--- src/rtl/uart_rx_if.sv ---
// Serial-receive bundle between the line/enable side (master) and uart_rx (slave).
interface uart_rx_if #(
  parameter int unsigned DATA_BITS = 8
);
  logic                 clk_en;
  logic                 rx;
  logic [DATA_BITS-1:0] data;
  logic                 rx_strobe;
  logic                 frame_err;
  logic                 busy;

  modport master (
    output clk_en,
    output rx,
    input  data,
    input  rx_strobe,
    input  frame_err,
    input  busy
  );

  modport slave (
    input  clk_en,
    input  rx,
    output data,
    output rx_strobe,
    output frame_err,
    output busy
  );
endinterface

--- src/rtl/uart_rx.sv ---
// MIDI 8N1 serial receiver: oversampled, 3-sample majority vote,
// one-clk strobe per good byte, one-clk frame_err on a low stop bit.
module uart_rx #(
  parameter int unsigned OVERSAMPLE = 8,
  parameter int unsigned DATA_BITS  = 8
) (
  input  logic      clk,
  input  logic      rst,
  uart_rx_if.slave  bus
);

  localparam int unsigned CNT_W = (OVERSAMPLE > 1) ? $clog2(OVERSAMPLE) : 1;
  localparam int unsigned BIT_W = $clog2(DATA_BITS + 1);

  localparam logic [CNT_W-1:0] CNT_HALF = CNT_W'(OVERSAMPLE / 2 - 1);
  localparam logic [CNT_W-1:0] CNT_LAST = CNT_W'(OVERSAMPLE - 1);
  localparam logic [BIT_W-1:0] BIT_LAST = BIT_W'(DATA_BITS - 1);

  typedef enum logic [2:0] {
    S_IDLE,
    S_START,
    S_DATA,
    S_STOP,
    S_WAIT_HIGH
  } state_t;

  state_t               state_q, state_d;
  logic                 rx_meta_q, rx_meta_d;
  logic                 rx_s_q, rx_s_d;
  logic [2:0]           hist_q, hist_d;
  logic [CNT_W-1:0]     cnt_q, cnt_d;
  logic [BIT_W-1:0]     bit_cnt_q, bit_cnt_d;
  logic [DATA_BITS-1:0] shift_q, shift_d;
  logic [DATA_BITS-1:0] data_q, data_d;
  logic                 rx_strobe_q, rx_strobe_d;
  logic                 frame_err_q, frame_err_d;
  logic                 busy_q, busy_d;
  logic                 vote;

  // Majority of the three most recent enabled samples.
  always_comb begin
    vote = (hist_q[0] & hist_q[1]) | (hist_q[0] & hist_q[2]) | (hist_q[1] & hist_q[2]);
  end

  // Next-state logic: synchronizer every clk, everything else only on clk_en.
  always_comb begin
    rx_meta_d   = bus.rx;
    rx_s_d      = rx_meta_q;
    hist_d      = hist_q;
    state_d     = state_q;
    cnt_d       = cnt_q;
    bit_cnt_d   = bit_cnt_q;
    shift_d     = shift_q;
    data_d      = data_q;
    rx_strobe_d = 1'b0;
    frame_err_d = 1'b0;

    if (bus.clk_en) begin
      hist_d = {hist_q[1:0], rx_s_q};
      unique case (state_q)
        S_IDLE: begin
          if (!rx_s_q) begin
            state_d = S_START;
            cnt_d   = '0;
          end
        end

        S_START: begin
          if (cnt_q == CNT_HALF) begin
            if (vote) begin
              state_d = S_IDLE;
            end else begin
              state_d   = S_DATA;
              cnt_d     = '0;
              bit_cnt_d = '0;
            end
          end else begin
            cnt_d = cnt_q + CNT_W'(1);
          end
        end

        S_DATA: begin
          // Explicit wrap keeps non-power-of-two OVERSAMPLE values correct.
          if (cnt_q == CNT_LAST) begin
            cnt_d     = '0;
            shift_d   = {vote, shift_q[DATA_BITS-1:1]};
            bit_cnt_d = bit_cnt_q + BIT_W'(1);
            if (bit_cnt_q == BIT_LAST) begin
              state_d = S_STOP;
            end
          end else begin
            cnt_d = cnt_q + CNT_W'(1);
          end
        end

        S_STOP: begin
          if (cnt_q == CNT_LAST) begin
            cnt_d = '0;
            if (vote) begin
              data_d      = shift_q;
              rx_strobe_d = 1'b1;
              state_d     = S_IDLE;
            end else begin
              frame_err_d = 1'b1;
              state_d     = S_WAIT_HIGH;
            end
          end else begin
            cnt_d = cnt_q + CNT_W'(1);
          end
        end

        S_WAIT_HIGH: begin
          // A held-low (break) line must not be taken as a new start bit.
          if (vote) begin
            state_d = S_IDLE;
          end
        end

        default: state_d = S_IDLE;
      endcase
    end

    busy_d = (state_d != S_IDLE);
  end

  // State and registered outputs with synchronous active-low reset.
  always_ff @(posedge clk) begin
    if (!rst) begin
      state_q     <= S_IDLE;
      rx_meta_q   <= 1'b1;
      rx_s_q      <= 1'b1;
      hist_q      <= '1;
      cnt_q       <= '0;
      bit_cnt_q   <= '0;
      shift_q     <= '0;
      data_q      <= '0;
      rx_strobe_q <= 1'b0;
      frame_err_q <= 1'b0;
      busy_q      <= 1'b0;
    end else begin
      state_q     <= state_d;
      rx_meta_q   <= rx_meta_d;
      rx_s_q      <= rx_s_d;
      hist_q      <= hist_d;
      cnt_q       <= cnt_d;
      bit_cnt_q   <= bit_cnt_d;
      shift_q     <= shift_d;
      data_q      <= data_d;
      rx_strobe_q <= rx_strobe_d;
      frame_err_q <= frame_err_d;
      busy_q      <= busy_d;
    end
  end

  assign bus.data      = data_q;
  assign bus.rx_strobe = rx_strobe_q;
  assign bus.frame_err = frame_err_q;
  assign bus.busy      = busy_q;

endmodule

--- src/flat_wrapper.sv ---
// flat-port wrapper written by rule: the top's interface ports become plain ports
module uart_rx_flat 
#(
  parameter int unsigned OVERSAMPLE = 8,
  parameter int unsigned DATA_BITS  = 8
)
  (clk, rst, bus_clk_en, bus_rx, bus_data, bus_rx_strobe, bus_frame_err, bus_busy);
  uart_rx_if #(.DATA_BITS(DATA_BITS)) bus_i ();
  input  logic clk;
  input  logic rst;
  input wire logic [$bits(bus_i.clk_en)-1:0] bus_clk_en;
  input wire logic [$bits(bus_i.rx)-1:0] bus_rx;
  output wire logic [$bits(bus_i.data)-1:0] bus_data;
  output wire logic [$bits(bus_i.rx_strobe)-1:0] bus_rx_strobe;
  output wire logic [$bits(bus_i.frame_err)-1:0] bus_frame_err;
  output wire logic [$bits(bus_i.busy)-1:0] bus_busy;
  assign bus_i.clk_en = bus_clk_en;
  assign bus_i.rx = bus_rx;
  assign bus_data = bus_i.data;
  assign bus_rx_strobe = bus_i.rx_strobe;
  assign bus_frame_err = bus_i.frame_err;
  assign bus_busy = bus_i.busy;
  uart_rx #(.OVERSAMPLE(OVERSAMPLE), .DATA_BITS(DATA_BITS)) u_core (.clk(clk), .rst(rst), .bus(bus_i));
endmodule
--- config.mk ---
export PLATFORM = sky130hd
export DESIGN_NAME = uart_rx_flat
export DESIGN_NICKNAME = d
export VERILOG_FILES = /design/src/rtl/uart_rx_if.sv /design/src/rtl/uart_rx.sv /design/src/flat_wrapper.sv
export SDC_FILE = /design/constraint.sdc
export NUM_CORES = 1
export LEC_CHECK = 0
export ABC_AREA = 1
export BUFFER_PORTS_ARGS = -buffer_cell sky130_fd_sc_hd__buf_4
export CORE_MARGIN = 3
export CORE_UTILIZATION = 57
export DETAILED_ROUTE_END_ITERATION = 12
export PLACE_DENSITY = 0.77
export SYNTH_ARGS = -nofsm -noshare
export SYNTH_HDL_FRONTEND = slang
export SYNTH_SLANG_ARGS = --single-unit
--- constraint.sdc ---
create_clock -name clk -period 1.9 [get_ports clk]
set_clock_uncertainty 0.1 [all_clocks]
set_input_delay 0.57 -clock clk [delete_from_list [all_inputs] [get_ports clk]]
set_output_delay 0.57 -clock clk [all_outputs]
set_load 0.05 [all_outputs]
==> qor.yml <==
status: "finished clean"
core-area_um2: 2540
die_area_um2: 3390
yosysTopAreaCell: "dfxtp_1"
grt_usage: 0.219
cts_hold_buf: 0
setup_viol: 0
critPathBufInv: 0
routed-via-count: 1368
maxSlewViolCount: 0
p_leak_nw: 0.894
synthTopCellsByArea: "dfxtp_1 44%, nor2_1 10%, nand2_1 7.5%"
grt_first_pass_wirelength_mm: 5.69
synthCells: 206
rows: 18
routabilityCongestion: 0.904
die_width_um: 58.3
areaGrowthSynthToFinish_pct: 15.8
start_kind: "flop"
synthDistinctLibCells: 26
routed_wirelength_mm: 3.19
io_buffers: 14
path_class: "reg -> reg"
hold_depth: 2
worstPathCellList: "ha_1 -> ha_1 -> nand3_2 -> a2111oi_1"
cts_root_buf: "clkbuf_4"
period_needed_ns: 1.79
netlist_area_um2: 1560
holdWs_ns: 0.318
grt_setup_unrepaired: "false"
dr.pass1.iters: 4
fin_nets: 241
path_clk_slew_ns: 0.10
vdd_drop_max_v: 0.000658
drive_gt1_frac: 0.225
grt-ovfl-total: 0
hp-class: "in -> reg"
critPathMaxFanout: 5
yosys_warnings: 0
holdCritStartpoint: "bus_rx"
instances_no_fill: 261
crit_family: "compound AO/OA/AOI/OAI gates"
reg2reg_from: "u_core.cnt_q[0]"
ioPinCount: 15
synth_area_per_cell_um2: 7.56
cts_buffers: 5
power.density_nw_per_um2: 681
grt_pass1_vias: 1297
antennaDiodeCount: 0
min_to: "u_core.rx_meta_q"
reg2reg_slack_ns: 0.11
slowest_stage: "a2111oi_1"
hold_violations: 0
cp.required_ns: 1.97
cts_sinks: 34
cts_buffer_depth: 2
drt-vias-per-instance: 5.24
min_period_over_period: 0.943
worst_pin_slew_ns: 0.590
grt_max_degree: 23
slowest_delay_ns: 0.51
drc: 0
max_freq_mhz: 558
cts_tree: "yes"
antenna_left: 0
synth-seq-cells: 34
r2r_cells: 4
h-tree-depth: 2
maxCapViolCount: 0
worstSetupEndpointType: "flop"
finalSetupTns_ns: 0
clk_latency_ns: 0.33
finalCoreUtilization: 0.708
initial_core_util: 0.612
drt-wirelength-per-cell_um: 12.2
drt-initial-drc-count: 56
die_h_um: 58.3
antenna_found_initial: 0
critPathArrivalTime_ns: 1.86
syn_nets: 217
relSlewSlack: 0.606
dp.cells: 250
crit_top_cell: "ha_1"
synth_top_area_share: 0.437
synth_seq_area_share: 0.437
worstReg2RegEnd: "u_core.bus.frame_err"
hpwl_mm: 2.36
-- synthesized netlist by cell type --
cell type  instances
dfxtp_1           34
a2111oi_0          1
inv_2              6
nor3_4             2
a21oi_2            2
nand4_1            1
nand3_1            9
xor2_1             1
clkbuf_1           3
a21boi_0           1
nor3b_1            1
buf_1              1
nor2_1            43
inv_1             15
nand2_1           31
nor2_2             2
or2_2              2
nand3_2            1
nand2_4            1
ha_1               7
a21oi_1            9
nand2_2            4
nor2_4             3
o21ai_1            3
o21ai_0           22
o21bai_1           1
-- worst max path at each step --
stage	startpoint	endpoint	slack, ns	cells after the start
after floorplan	u_core.cnt_q[0]	u_core.bus.data[0]	0.34	7
after global placement	bus_clk_en	u_core.shift_q[4]	0.14	6
after detailed placement	u_core.cnt_q[0]	u_core.bus.frame_err	0.07	4
after CTS	u_core.cnt_q[0]	u_core.bus.frame_err	0.03	4
after global routing	u_core.cnt_q[0]	u_core.bit_cnt_q[2]	0.008	8
final	u_core.cnt_q[0]	u_core.bus.frame_err	0.11	4
-- state kept, by name (all words and copies together), names as in the netlist --
register              count
u_core.rx_s_q             1
u_core.cnt_q              3
u_core.shift_q            8
u_core.bit_cnt_q          4
u_core.bus.busy           1
u_core.state_q            3
u_core.bus.frame_err      1
u_core.rx_meta_q          1
u_core.bus.data           8
u_core.bus.rx_strobe      1
u_core.hist_q             3
-- layout by cell type (no fill, tap or decap), types with 3 or more instances in the layout --
cell and instances:
dfxtp_1 34, inv_2 6, ha_1 7, nand2_1 31, nand3_1 9, clkbuf_4 5, buf_4 21, nand2_2 4
nor2_1 43, nor2_4 3, inv_1 15, a21oi_1 9, o21ai_1 3, o21ai_0 22
-- worst register-to-register path: stages (launching register included) --
cell and delay, ns:
dfxtp_1 0.38, ha_1 0.25, ha_1 0.25, nand3_2 0.14, a2111oi_1 0.51
-- where the power goes --
group	total (W)	internal [W]	switching, W
clock	0.000420	0.000178	0.000242
combinational	0.0000752	0.0000260	0.0000492
sequential	0.000732	0.000723	0.00000889
total	0.00123	0.000927	0.000301
-- timing repair --
item	CTS	global route
gates resized for setup	0	1
setup buffers	0	3
setup endpoints to repair	0	8
-- stage by stage --
stage	setup WS, ns	power [W]	instance area [um2]
after CTS	0.0295	0.00124	1780
after detailed placement	0.0672	0.000823	1710
final	0.108	0.00123	1800
after global placement	0.135	0.000820	1710
after floorplan	0.337	0.000800	1560
after global routing	0.00795	0.00128	1800
-- metal layers --
layer / vias up / part of all wire / GRT usage
met1: 615 / 0.45 / 0.292
met2: 38 / 0.47 / 0.334
met5: - / 0 / 0
li1: 709 / - / -
met4: 0 / 0.013 / 0.0762
met3: 6 / 0.066 / 0.0690
-- kinds of logic after synthesis --
logic type | after synthesis | share of synthesized area
XOR/XNOR | 1 | 0.00563
AND/OR/NAND/NOR | 100 | 0.305
buffers and inverters | 25 | 0.0603
AO/OA/AOI/OAI | 39 | 0.136
flip-flops | 34 | 0.437
adder cells (fa/ha/maj) | 7 | 0.0563
-- area by class of cell --
class | instances | area [um2]
tap | 30 | 37.5
clock buffer | 6 | 51.3
sequential | 34 | 681
multi-input combinational | 147 | 783
timing repair buffer | 21 | 158
clock inverter | 2 | 12.5
fill | 206 | 743
inverter | 21 | 78.8
Power figures use the tool's default switching activity.
